==> config.mk <==
export PLATFORM = sky130hd
export DESIGN_NAME = mdio_master
export DESIGN_NICKNAME = d
export VERILOG_FILES = /design/src/rtl/mdio_master.sv
export SDC_FILE = /design/constraint.sdc
export NUM_CORES = 1
export LEC_CHECK = 0
export CORE_UTILIZATION = 40
export CTS_CLUSTER_SIZE = 8
export DETAILED_ROUTE_END_ITERATION = 16
export GPL_ROUTABILITY_DRIVEN = 0
export GPL_TIMING_DRIVEN = 1
export PLACE_DENSITY = 0.67
export SLEW_MARGIN = 20
export SYNTH_ARGS = -nofsm -noshare
export SYNTH_HDL_FRONTEND = slang
export SYNTH_SLANG_ARGS = --single-unit
==> constraint.sdc <==
create_clock -name clk -period 5.1 [get_ports clk]
set_clock_uncertainty 0.2 [all_clocks]
set_input_delay 0.51 -clock clk [delete_from_list [all_inputs] [get_ports clk]]
set_output_delay 0.51 -clock clk [all_outputs]
set_load 0.02 [all_outputs]
==> src/rtl/mdio_master.sv <==
// Clause-22 MDIO management master: serialises one 64-bit read/write frame
// per req/done handshake, MSB first, with PHY sampling on rising MDC.
module mdio_master #(
    parameter int C_mdc_half = 40,
    parameter int C_preamble = 32
) (
    input  logic        clk,
    input  logic        reset,
    input  logic        req,
    input  logic        wr,
    input  logic [4:0]  phy_addr,
    input  logic [4:0]  reg_addr,
    input  logic [15:0] wdata,
    output logic        busy,
    output logic        done,
    output logic [15:0] rdata,
    output logic        rd_err,
    output logic        mdc,
    output logic        mdio_o,
    output logic        mdio_oe,
    input  logic        mdio_i
);

    localparam int NB      = C_preamble + 32;
    localparam int HW      = $clog2(C_mdc_half + 1);
    localparam int BW      = $clog2(NB + 1);
    localparam int OE_BITS = C_preamble + 14;
    localparam int TA2     = C_preamble + 15;

    localparam logic [HW-1:0] H_LAST = HW'(C_mdc_half - 1);
    localparam logic [BW-1:0] B_LAST = BW'(NB - 1);
    localparam logic [BW-1:0] B_TA2  = BW'(TA2);
    localparam logic [BW-1:0] B_OE   = BW'(OE_BITS);

    typedef enum logic {
        S_IDLE,
        S_SHIFT
    } state_t;

    state_t          state_q;
    logic [NB-1:0]   sh_q;
    logic [HW-1:0]   hcnt_q;
    logic [BW-1:0]   bitcnt_q;
    logic            wr_q;
    logic            err_q;
    logic [15:0]     rsh_q;
    logic            busy_q;
    logic            done_q;
    logic [15:0]     rdata_q;
    logic            rd_err_q;
    logic            mdc_q;
    logic            mdio_o_q;
    logic            mdio_oe_q;

    logic [NB-1:0]   frame_d;
    logic [15:0]     rsh_d;
    logic [BW-1:0]   bitnxt_d;
    logic            bit_end_d;

    always_comb begin
        frame_d = '0;
        if (wr) begin
            frame_d = {{C_preamble{1'b1}}, 2'b01, 2'b01,
                       phy_addr, reg_addr, 2'b10, wdata};
        end else begin
            // TA and data are released to the PHY; pad with idle ones
            frame_d = {{C_preamble{1'b1}}, 2'b01, 2'b10,
                       phy_addr, reg_addr, 2'b11, 16'hFFFF};
        end
        rsh_d     = {rsh_q[14:0], mdio_i};
        bitnxt_d  = bitcnt_q + BW'(1);
        bit_end_d = (state_q == S_SHIFT) && mdc_q && (hcnt_q == H_LAST);
    end

    always_ff @(posedge clk or posedge reset) begin
        if (reset) begin
            state_q   <= S_IDLE;
            sh_q      <= '0;
            hcnt_q    <= '0;
            bitcnt_q  <= '0;
            wr_q      <= 1'b0;
            err_q     <= 1'b0;
            rsh_q     <= '0;
            busy_q    <= 1'b0;
            done_q    <= 1'b0;
            rdata_q   <= '0;
            rd_err_q  <= 1'b0;
            mdc_q     <= 1'b0;
            mdio_o_q  <= 1'b1;
            mdio_oe_q <= 1'b0;
        end else begin
            done_q <= 1'b0;
            unique case (state_q)
                S_IDLE: begin
                    mdc_q     <= 1'b0;
                    mdio_o_q  <= 1'b1;
                    mdio_oe_q <= 1'b0;
                    if (req) begin
                        state_q   <= S_SHIFT;
                        busy_q    <= 1'b1;
                        wr_q      <= wr;
                        sh_q      <= {frame_d[NB-2:0], 1'b0};
                        mdio_o_q  <= frame_d[NB-1];
                        mdio_oe_q <= 1'b1;
                        hcnt_q    <= '0;
                        bitcnt_q  <= '0;
                    end
                end
                S_SHIFT: begin
                    if (hcnt_q == H_LAST) begin
                        hcnt_q <= '0;
                        mdc_q  <= ~mdc_q;
                    end else begin
                        hcnt_q <= hcnt_q + HW'(1);
                    end
                    if (bit_end_d) begin
                        if (!wr_q && bitcnt_q == B_TA2) begin
                            err_q <= mdio_i;
                        end
                        if (!wr_q && bitcnt_q > B_TA2) begin
                            rsh_q <= rsh_d;
                        end
                        if (bitcnt_q == B_LAST) begin
                            state_q   <= S_IDLE;
                            busy_q    <= 1'b0;
                            done_q    <= 1'b1;
                            mdc_q     <= 1'b0;
                            mdio_o_q  <= 1'b1;
                            mdio_oe_q <= 1'b0;
                            if (wr_q) begin
                                rd_err_q <= 1'b0;
                            end else begin
                                rdata_q  <= rsh_d;
                                rd_err_q <= err_q;
                            end
                        end else begin
                            bitcnt_q  <= bitnxt_d;
                            mdio_o_q  <= sh_q[NB-1];
                            sh_q      <= {sh_q[NB-2:0], 1'b0};
                            mdio_oe_q <= wr_q || (bitnxt_d < B_OE);
                        end
                    end
                end
                default: state_q <= S_IDLE;
            endcase
        end
    end

    assign busy    = busy_q;
    assign done    = done_q;
    assign rdata   = rdata_q;
    assign rd_err  = rd_err_q;
    assign mdc     = mdc_q;
    assign mdio_o  = mdio_o_q;
    assign mdio_oe = mdio_oe_q;

endmodule
# ---- Word level (Yosys, flattened, before mapping)
# Index checks and enable logic that the tools add are counted.
dict set report word_totals {
  word_cells 75
  latchBits 0
  output_inout_bits 22
  mem_bits_rw 0
  in_bits 31
  reg_bits 117
  memories 0
  mem_bits_ro 0
}
dict set report op_classes {
  n_addsub 2
  n_mux 34
  magnitude_cmp 2
  div 0
  shift 0
  n_bitwise 3
  n_reduce_logical 13
  multipliers 0
  eq_ne 7
}
# operator n
set op_table {}
lappend op_table {{64-bit two-way mux} 3}
lappend op_table {{64-bit one-hot mux with 2 select lines} 1}
lappend op_table {{30-bit two-way mux} 1}
lappend op_table {{7-bit two-way mux} 3}
lappend op_table {{1-bit two-way mux} 17}
lappend op_table {{3-bit AND reduction} 5}
lappend op_table {{7-bit by 6-bit == test with 1-bit output, second input constant} 2}
lappend op_table {{7-bit one-hot mux with 2 select lines} 1}
lappend op_table {{6-bit two-way mux} 2}
lappend op_table {{6-bit one-hot mux with 2 select lines} 1}
lappend op_table {{1-bit one-hot mux with 2 select lines} 5}
lappend op_table {{7-bit by 1-bit adder with 7-bit output, second input constant} 1}
lappend op_table {{7-bit by 6-bit greater-than comparator with 1-bit output, second input constant} 1}
lappend op_table {{7-bit by 6-bit < comparator with 1-bit output, second input constant} 1}
lappend op_table {{6-bit by 1-bit adder with 6-bit output, second input constant} 1}
lappend op_table {{6-bit == test, second input constant} 1}
lappend op_table {{1-bit logical AND} 4}
lappend op_table {{2-bit by 1-bit inequality test with 1-bit output, second input constant} 2}
lappend op_table {{2-bit inequality test, second input constant} 2}
lappend op_table {{4-bit AND reduction} 1}
lappend op_table {{1-bit NOT} 3}
lappend op_table {{2-bit AND reduction} 1}
lappend op_table {{1-bit zero test} 1}
lappend op_table {{1-bit logical OR} 1}

# ---- Longest topological paths before layout
# Gate-level depths: netlist of run 1.
dict set report depth {
  ltp_word 6
  mapped_depth 8
  depth_no_buf 6
}

# ---- Least setup slack after synthesis of run 1
# OpenSTA, ideal clock, no wires.
dict set report synth_path {
  path_type {register to register}
  from {register bitcnt_q[0]}
  to {register sh_q[19]}
  setup_slack_ps 2764
  path_stages_with_launch 9
  n_path_buf 3
  t_required_ps 4775
  arrival_ps 2011
  period_less_slack_ps 2336
  setup_time_ps 125
  path_cell_list {dfrtp_1 -> ha_1 -> buf_2 -> and4b_4 -> and3_1 -> buf_6 -> o21ai_4 -> buf_12 -> mux2_4}
}
dict set report synth_via {
  elab_chain_cells 3
}
# element line_no
set synth_rtl {}
lappend synth_rtl {{start, declared} 43} ;# logic [BW-1:0] bitcnt_q;
lappend synth_rtl {{start signal, assigned} 137} ;# bitcnt_q <= bitnxt_d;
lappend synth_rtl {{7-bit by 6-bit == test with 1-bit output} 123} ;# if (bitcnt_q == B_LAST) begin
lappend synth_rtl {{2-bit inequality test (no source line)} n/a}
lappend synth_rtl {{3-bit AND reduction (no source line)} n/a}
lappend synth_rtl {{end signal, assigned} 102} ;# sh_q <= {frame_d[NB-2:0], 1'b0};
lappend synth_rtl {{end signal, assigned} 139} ;# sh_q <= {sh_q[NB-2:0], 1'b0};
lappend synth_rtl {{end, declared} 41} ;# logic [NB-1:0] sh_q;
# Every way passes these cells.
# A chain may end at the register's enable or synchronous reset.

# ---- Worst setup path after layout of run 1
dict set report layout_path {
  from {register bitcnt_q[0]}
  to {register sh_q[30]}
}
# The elaborated chain is that of the path after synthesis.

==> metrics.md, run 1 <==
| Metric | Value |
|---|---|
| Pre-Repair DR Iteration Count | 4 |
| Status | completed |
| Clock Power Share | between 30% and 40% |
| Final setup vio count | 0 |
| WP buf/inv | 1 |
| CTS tree | built |
| Critical Path Source Type | register |
| CP Data Required Time | about 5200 ps |
| Area grow syn2layout | 22.5% |
| Met3 GRT Util | 5.13% |
| Hold violation count in the final report | 0 |
| Max FO, Critical Path | 36 |
| I/O pin total | 53 |
| Distinct cell type count after synthesis | 58 |
| Sequential power share | between 40% and 50% |
| Total CTS buffers | 17 |
| Final slew viol count | 0 |
| Crit Path Category | reg2reg |
| H-tree Lvls | 4 |
| Vias | around 3100 |
| Wirelength per Cell | approximately 15 µm |
| Area leader, netlist | dfrtp_1 |
| Post-CTS Setup Inserts | 0 |
| I/O Buffers | 52 |
| Nets@finish | between 400 and 500 |
| FFs w/ async S/R, synth | 100% |
| Max-cap viol count | 0 |
| Worst Setup End Kind | register |
| GR Util All Layers | 15.6% |
| Crit-path max cell delay | ~710 ps |
| Sequential fraction of the synthesis area | a little under three fifths |
| Grt ovf | 0 |
| Initial antenna violation count | 0 |
| Slew of the pin with the lowest slew margin | between 900 and 1000 ps |
| Vias in the first global route | approximately 3200 |
| Resize count post-CTS | 0 |
| Total power draw | around 3000 µW |
| Ys Warns | 0 |
| Rows | 40 |
| Post-Synthesis Mean Instance Area | approximately 13 µm² |
| Minimum clock period | 3070 ps |
| Max Freq | between 300 and 400 MHz |
| Total core area | roughly 0.012 mm² |
| Final period util | 60.3% |
| Syn nets | between 400 and 500 |
| DIE WIDTH | 115 µm |
| Synth cell count leaders | dfrtp_1, mux2_2, o22a_1 |
| Synth Register Bits | around 120 |
| Final core occ | roughly 51% |
| Share of layout cells above drive strength 1 | 22.0% |
| Die area | 0.0131 mm² |
| Post-DP HPWL | approximately 5800 µm |
| Slew Limit Headroom | between 30% and 40% |
| PD cells | a little under 500 mW/mm² |
| Post-synth EDFFs | 0 |
| Worst VDD drop | around 320 µV |
| Crit-path slowest cell | o21ai_4 |
| Most common cell in the netlist | dfrtp_1 |
| Post-Syn Area | between 0.005 and 0.006 mm² |
| P_sw | ~780 µW |
| Synth top area share | a little under three fifths |
| DRT iter0 DRCs | ~170 |
| Final wirelength | 9190 µm |
| Post-synth top flop | dfrtp_1 |
| Static leakage | approximately 0.0027 µW |
| Via-to-Cell Ratio | just over 5 |
| Multi-input gate area | ~0.0019 mm² |
| RSZ-0062 raised after global routing | false |
| Layout fillers | about 1000 |
| Setup TNS | 0 ps |
| Ant diodes | 0 |
| Initial Util | 41.6% |
| Combinational Power Share | about 17% |
| Critical path arrival | around 3200 ps |
| Worst path cell trace | ha_1 > and4b_4 > and3_1 > o21ai_4 > buf_4 > mux2i_1 |
| # hold bufs at CTS | 0 |
| Pin count of the biggest net entering global routing | between 80 and 90 |
| Net Sw Frac | 26.1% |
| CTS Buffer Depth | 2 |
| Grt met1 use | between 20% and 30% |
| Family with the most delay on the worst path | compound AO/OA/AOI/OAI gates |
| First-pass GRT wire length | 15800 µm |
| Internal | about 2200 µW |
| Die Span Y | roughly 110 µm |
| Gr busiest metal | met2 |
| Sink Count | approximately 120 |
| Worst hold-check path type | reg2reg |
| Mapped Cells | about 380 |
| Post-DRT Antenna Nets | 0 |
| Grt met2 use | 24.2% |
| Worst-path clk slew | approximately 60 ps |
| # DRC | 0 |
| Register Area | about 0.0029 mm² |
| Clock Latency Late Sink | roughly 400 ps |
| Root Driver | clkbuf_16 |
| Area contributors post-synth | dfrtp_1, mux2_2, o22a_1 |
[routing by layer]
metal  part of all wire, %  routed length (µm)  vias to the layer above
li1                      -                   -                     1508
met2                    48                4400                       71
met1                    47                4300                     1544
met4                   1.3                 116                        0
met5                     0                   0                        -
met3                   4.1                 377                       11
[area by class of cell]
cell class | instances | share of cell area (%)
flip-flops and latches | 116 | 46.8
multi-input cells | 224 | 30.9
clock inverters | 10 | 1.33
inverters | 21 | 1.35
well taps | 168 | 3.39
clock buffers | 21 | 7.58
repair buffers | 54 | 8.63
[placed cells by master, fill, tap and decap left out, types with 2 or more instances in the layout]
cell type          n
a211oi_1           3
a21o_1             2
a21oi_1            3
a22o_1             4
a31oi_1            2
and3_1             4
buf_4              2
clkbuf_16         17
clkbuf_8           3
clkdlybuf4s50_1   52
clkinv_2           6
clkinvlp_4         3
dfrtp_1          115
ha_1               2
inv_1             19
mux2_2            36
mux2_4            16
mux2i_1           19
nand2_1           19
nand2b_1           2
nand3_1            3
nor2_1            11
nor2b_1            2
nor3_1             4
nor3_4             2
nor4_1             2
o21ai_0            8
o22a_1            33
o22ai_1           17
o2bb2ai_1          3
xnor2_1            2
[stage by stage]
| stage | std cells | hold WS [ps] | setup slack, ps | area, µm² |
|---|---|---|---|---|
| after global routing | 614 | 308 | 1800 | 6200 |
| after floorplan | 382 | 250 | 1320 | 5060 |
| after detailed placement | 583 | 278 | 1940 | 5650 |
| after CTS | 614 | 290 | 1910 | 6200 |
| final | 614 | 287 | 2030 | 6200 |
| after global placement | 583 | 270 | 1950 | 5650 |
[flip-flops by register name, indices dropped and copies added, names as in the netlist]
register  cells
sh_q         63
mdio_o        1
hcnt_q        6
rsh_q        15
done          1
wr_q          1
rdata        16
busy          1
bitcnt_q      7
rd_err        1
err_q         1
mdc           1
mdio_oe       1
state_q       1
[path summary, 6_finish.rpt]
path                             start  endpoint  slack, ps  depth (start not counted)
min in group asynchronous        reset  rsh_q[9]        420                          2
min                           sh_q[42]  sh_q[42]        290                          1
max                        bitcnt_q[0]  sh_q[30]       2030                          6
max reg2reg                bitcnt_q[0]  sh_q[30]       2030                          6
max in group asynchronous        reset  sh_q[24]       3330                          3
min reg2reg                   sh_q[42]  sh_q[42]        290                          1
[power by group through the flow]
stage	clock network [µW]	registers (µW)	logic, µW
after detailed placement	0	1400	530
after floorplan	0	1350	418
after global placement	0	1380	507
final	1090	1390	522
after CTS	1120	1390	532
after global routing	1170	1430	586
[logic make-up after synthesis]
| logic type | after synthesis | share of synthesized area [%] |
|---|---|---|
| multiplexers | 71 | 16.5 |
| AND/OR/NAND/NOR | 63 | 7.31 |
| buffers and inverters | 42 | 4.84 |
| AO/OA/AOI/OAI | 85 | 13.0 |
| adder cells (fa/ha/maj) | 2 | 0.494 |
| XOR/XNOR | 3 | 0.519 |
| flip-flops | 116 | 57.3 |
No activity file was read; power rests on OpenSTA's default activity.
==> run 2: changes to the inputs <==
--- a/config.mk
+++ b/config.mk
@@ -10,7 +10,7 @@
 export DETAILED_ROUTE_END_ITERATION = 16
 export GPL_ROUTABILITY_DRIVEN = 0
 export GPL_TIMING_DRIVEN = 1
-export PLACE_DENSITY = 0.67
+export PLACE_DENSITY = 0.69
 export SLEW_MARGIN = 20
 export SYNTH_ARGS = -nofsm -noshare
 export SYNTH_HDL_FRONTEND = slang
==> constraint.sdc (replaced) <==
create_clock -name clk -period 2.7 [get_ports clk]
set_clock_uncertainty 0.2 [all_clocks]
set_input_delay 0.27 -clock clk [delete_from_list [all_inputs] [get_ports clk]]
set_output_delay 0.27 -clock clk [all_outputs]
set_load 0.02 [all_outputs]
==> run 2 against run 1 <==
Via count is 1.9% higher. Cell count is 0.98% higher. Utilization is 0.70 points higher. Clock power is 93% higher. Non-clock buffer count is 6 higher. Critical path type unchanged. Critical endpoint is now sh_q[27].
==> metrics.md, run 2 (same netlist as run 1, synthesis figures left out) <==
| Metric | Value |
|---|---|
| Slew Limit Headroom | 59.1% |
| Pin count of the biggest net entering global routing | 72 |
| # DRC | 0 |
| Final wirelength | between 9000 and 10000 µm |
| Worst VDD drop | roughly 490 µV |
| Slew of the pin with the lowest slew margin | between 600 and 700 ps |
| Clock Latency Late Sink | about 400 ps |
| Die Span Y | 115 µm |
| I/O pin total | 53 |
| Max reg flops | 63 |
| Resize count post-CTS | 0 |
| Final period util | about nine tenths |
| Worst slack at placement | roughly 350 ps |
| Via-to-Cell Ratio | between 5 and 6 |
| Final slew viol count | 0 |
| Crit Path Category | reg2reg |
| Post-DP HPWL | a little over 6000 µm |
| Pre-Repair DR Iteration Count | 4 |
| Register with the most flip-flops | sh_q |
| Worst Reg-to-Reg Cells | 6 |
| Die area | ~0.013 mm² |
| Vias | 3195 |
| Vias in the first global route | roughly 3400 |
| First-pass GRT wire length | around 16000 µm |
| I/O Buffers | 52 |
| DIE WIDTH | roughly 110 µm |
| Critical path arrival | 2460 ps |
| Setup slack after layout | 323 ps |
| Initial antenna violation count | 0 |
| CP Data Required Time | approximately 2800 ps |
| Minimum clock period | approximately 2400 ps |
| Commonest non-fill, non-tap cell in the layout | dfrtp_1 |
| Share of layout cells above drive strength 1 | between 20 and 25% |
| Setup TNS | 0 ps |
| # hold bufs at CTS | 0 |
| RSZ-0062 raised after global routing | false |
| Max FO, Critical Path | 37 |
| Grt ovf | 0 |
| Hold_ws | ~120 ps |
| Static leakage | ~0.0027 µW |
| DRT iter0 DRCs | approximately 140 |
| Root Driver | clkbuf_16 |
| Sink Count | approximately 120 |
| Worst Setup End Kind | register |
| Worst-path clk slew | ~50 ps |
| Initial Util | 41.6% |
| CTS tree | built |
| Max Freq | roughly 420 MHz |
| Most frequent cells in the layout | dfrtp_1, clkdlybuf4s50_1, mux2_2 |
| Post-CTS Setup Inserts | 0 |
| CTS Buffer Depth | 2 |
| Ant diodes | 0 |
| Nets@finish | 473 |
| Total core area | roughly 0.012 mm² |
| Hold violation count in the final report | 0 |
| Total CTS buffers | 17 |
| Max-cap viol count | 0 |
| Critical Path Source Type | register |
| GR Util All Layers | between 10% and 20% |
| Worst hold-check path type | in2async |
| Status | completed |
| Post-DRT Antenna Nets | 0 |
| Area grow syn2layout | 24.2% |
| Final setup vio count | 0 |
| Wirelength per Cell | ~15 µm |
| PD cells | between 900 and 1000 mW/mm² |
| H-tree Lvls | 4 |
| Rows | 40 |
## run 2: area by class of cell
cell class	instances	area, µm²
clock buffers	21	450
repair buffers	60	618
flip-flops and latches	116	2900
clock inverters	10	109
well taps	168	210
fillers	1075	5870
multi-input cells	224	1920
inverters	21	82.6
## run 2: metal layers
layer / track usage (%) / vias to the layer above / share of wire [%] / routed length [µm]
met3: 5.40 / 16 / 3.8 / 351
met4: 7.62 / 0 / 2.3 / 214
li1: - / 1515 / - / -
met5: 0 / - / 0 / 0
met1: 19.5 / 1585 / 46 / 4230
met2: 26.3 / 79 / 48 / 4490
## run 2: worst max-delay path, stage by stage, from the launching register on
cell	delay, ps
dfrtp_1	420
ha_1	320
and4b_4	230
and3_1	280
o21ai_4	210
buf_12	230
mux2_2	360
## run 2: final timing paths
check,startpoint,end,slack [ps]
setup / recovery,bitcnt_q[0],sh_q[27],320
hold / removal,reset,rdata[12],120
setup reg to reg,bitcnt_q[0],sh_q[27],320
hold reg to reg,sh_q[45],sh_q[45],290
max in group asynchronous,reset,mdio_o,1800
min in group clk,sh_q[45],sh_q[45],290
## run 2: per-stage QoR
stage / power, µW / cell area (µm²) / util (%) / instances
after floorplan: 3350 / 5070 / - / 382
after global placement: 3570 / 5730 / 47.1 / 589
after detailed placement: 3660 / 5730 / 47.1 / 589
after CTS: 5790 / 6290 / 51.7 / 620
after global routing: 6050 / 6290 / 51.7 / 620
final: 5730 / 6290 / 51.7 / 620
## run 2: power by group
part | leakage, µW | switching (µW) | total [µW] | internal, µW
sequential | 0.00148 | 353 | 2620 | 2270
clock | 0.000272 | 735 | 2100 | 1370
combinational | 0.000961 | 393 | 1000 | 610
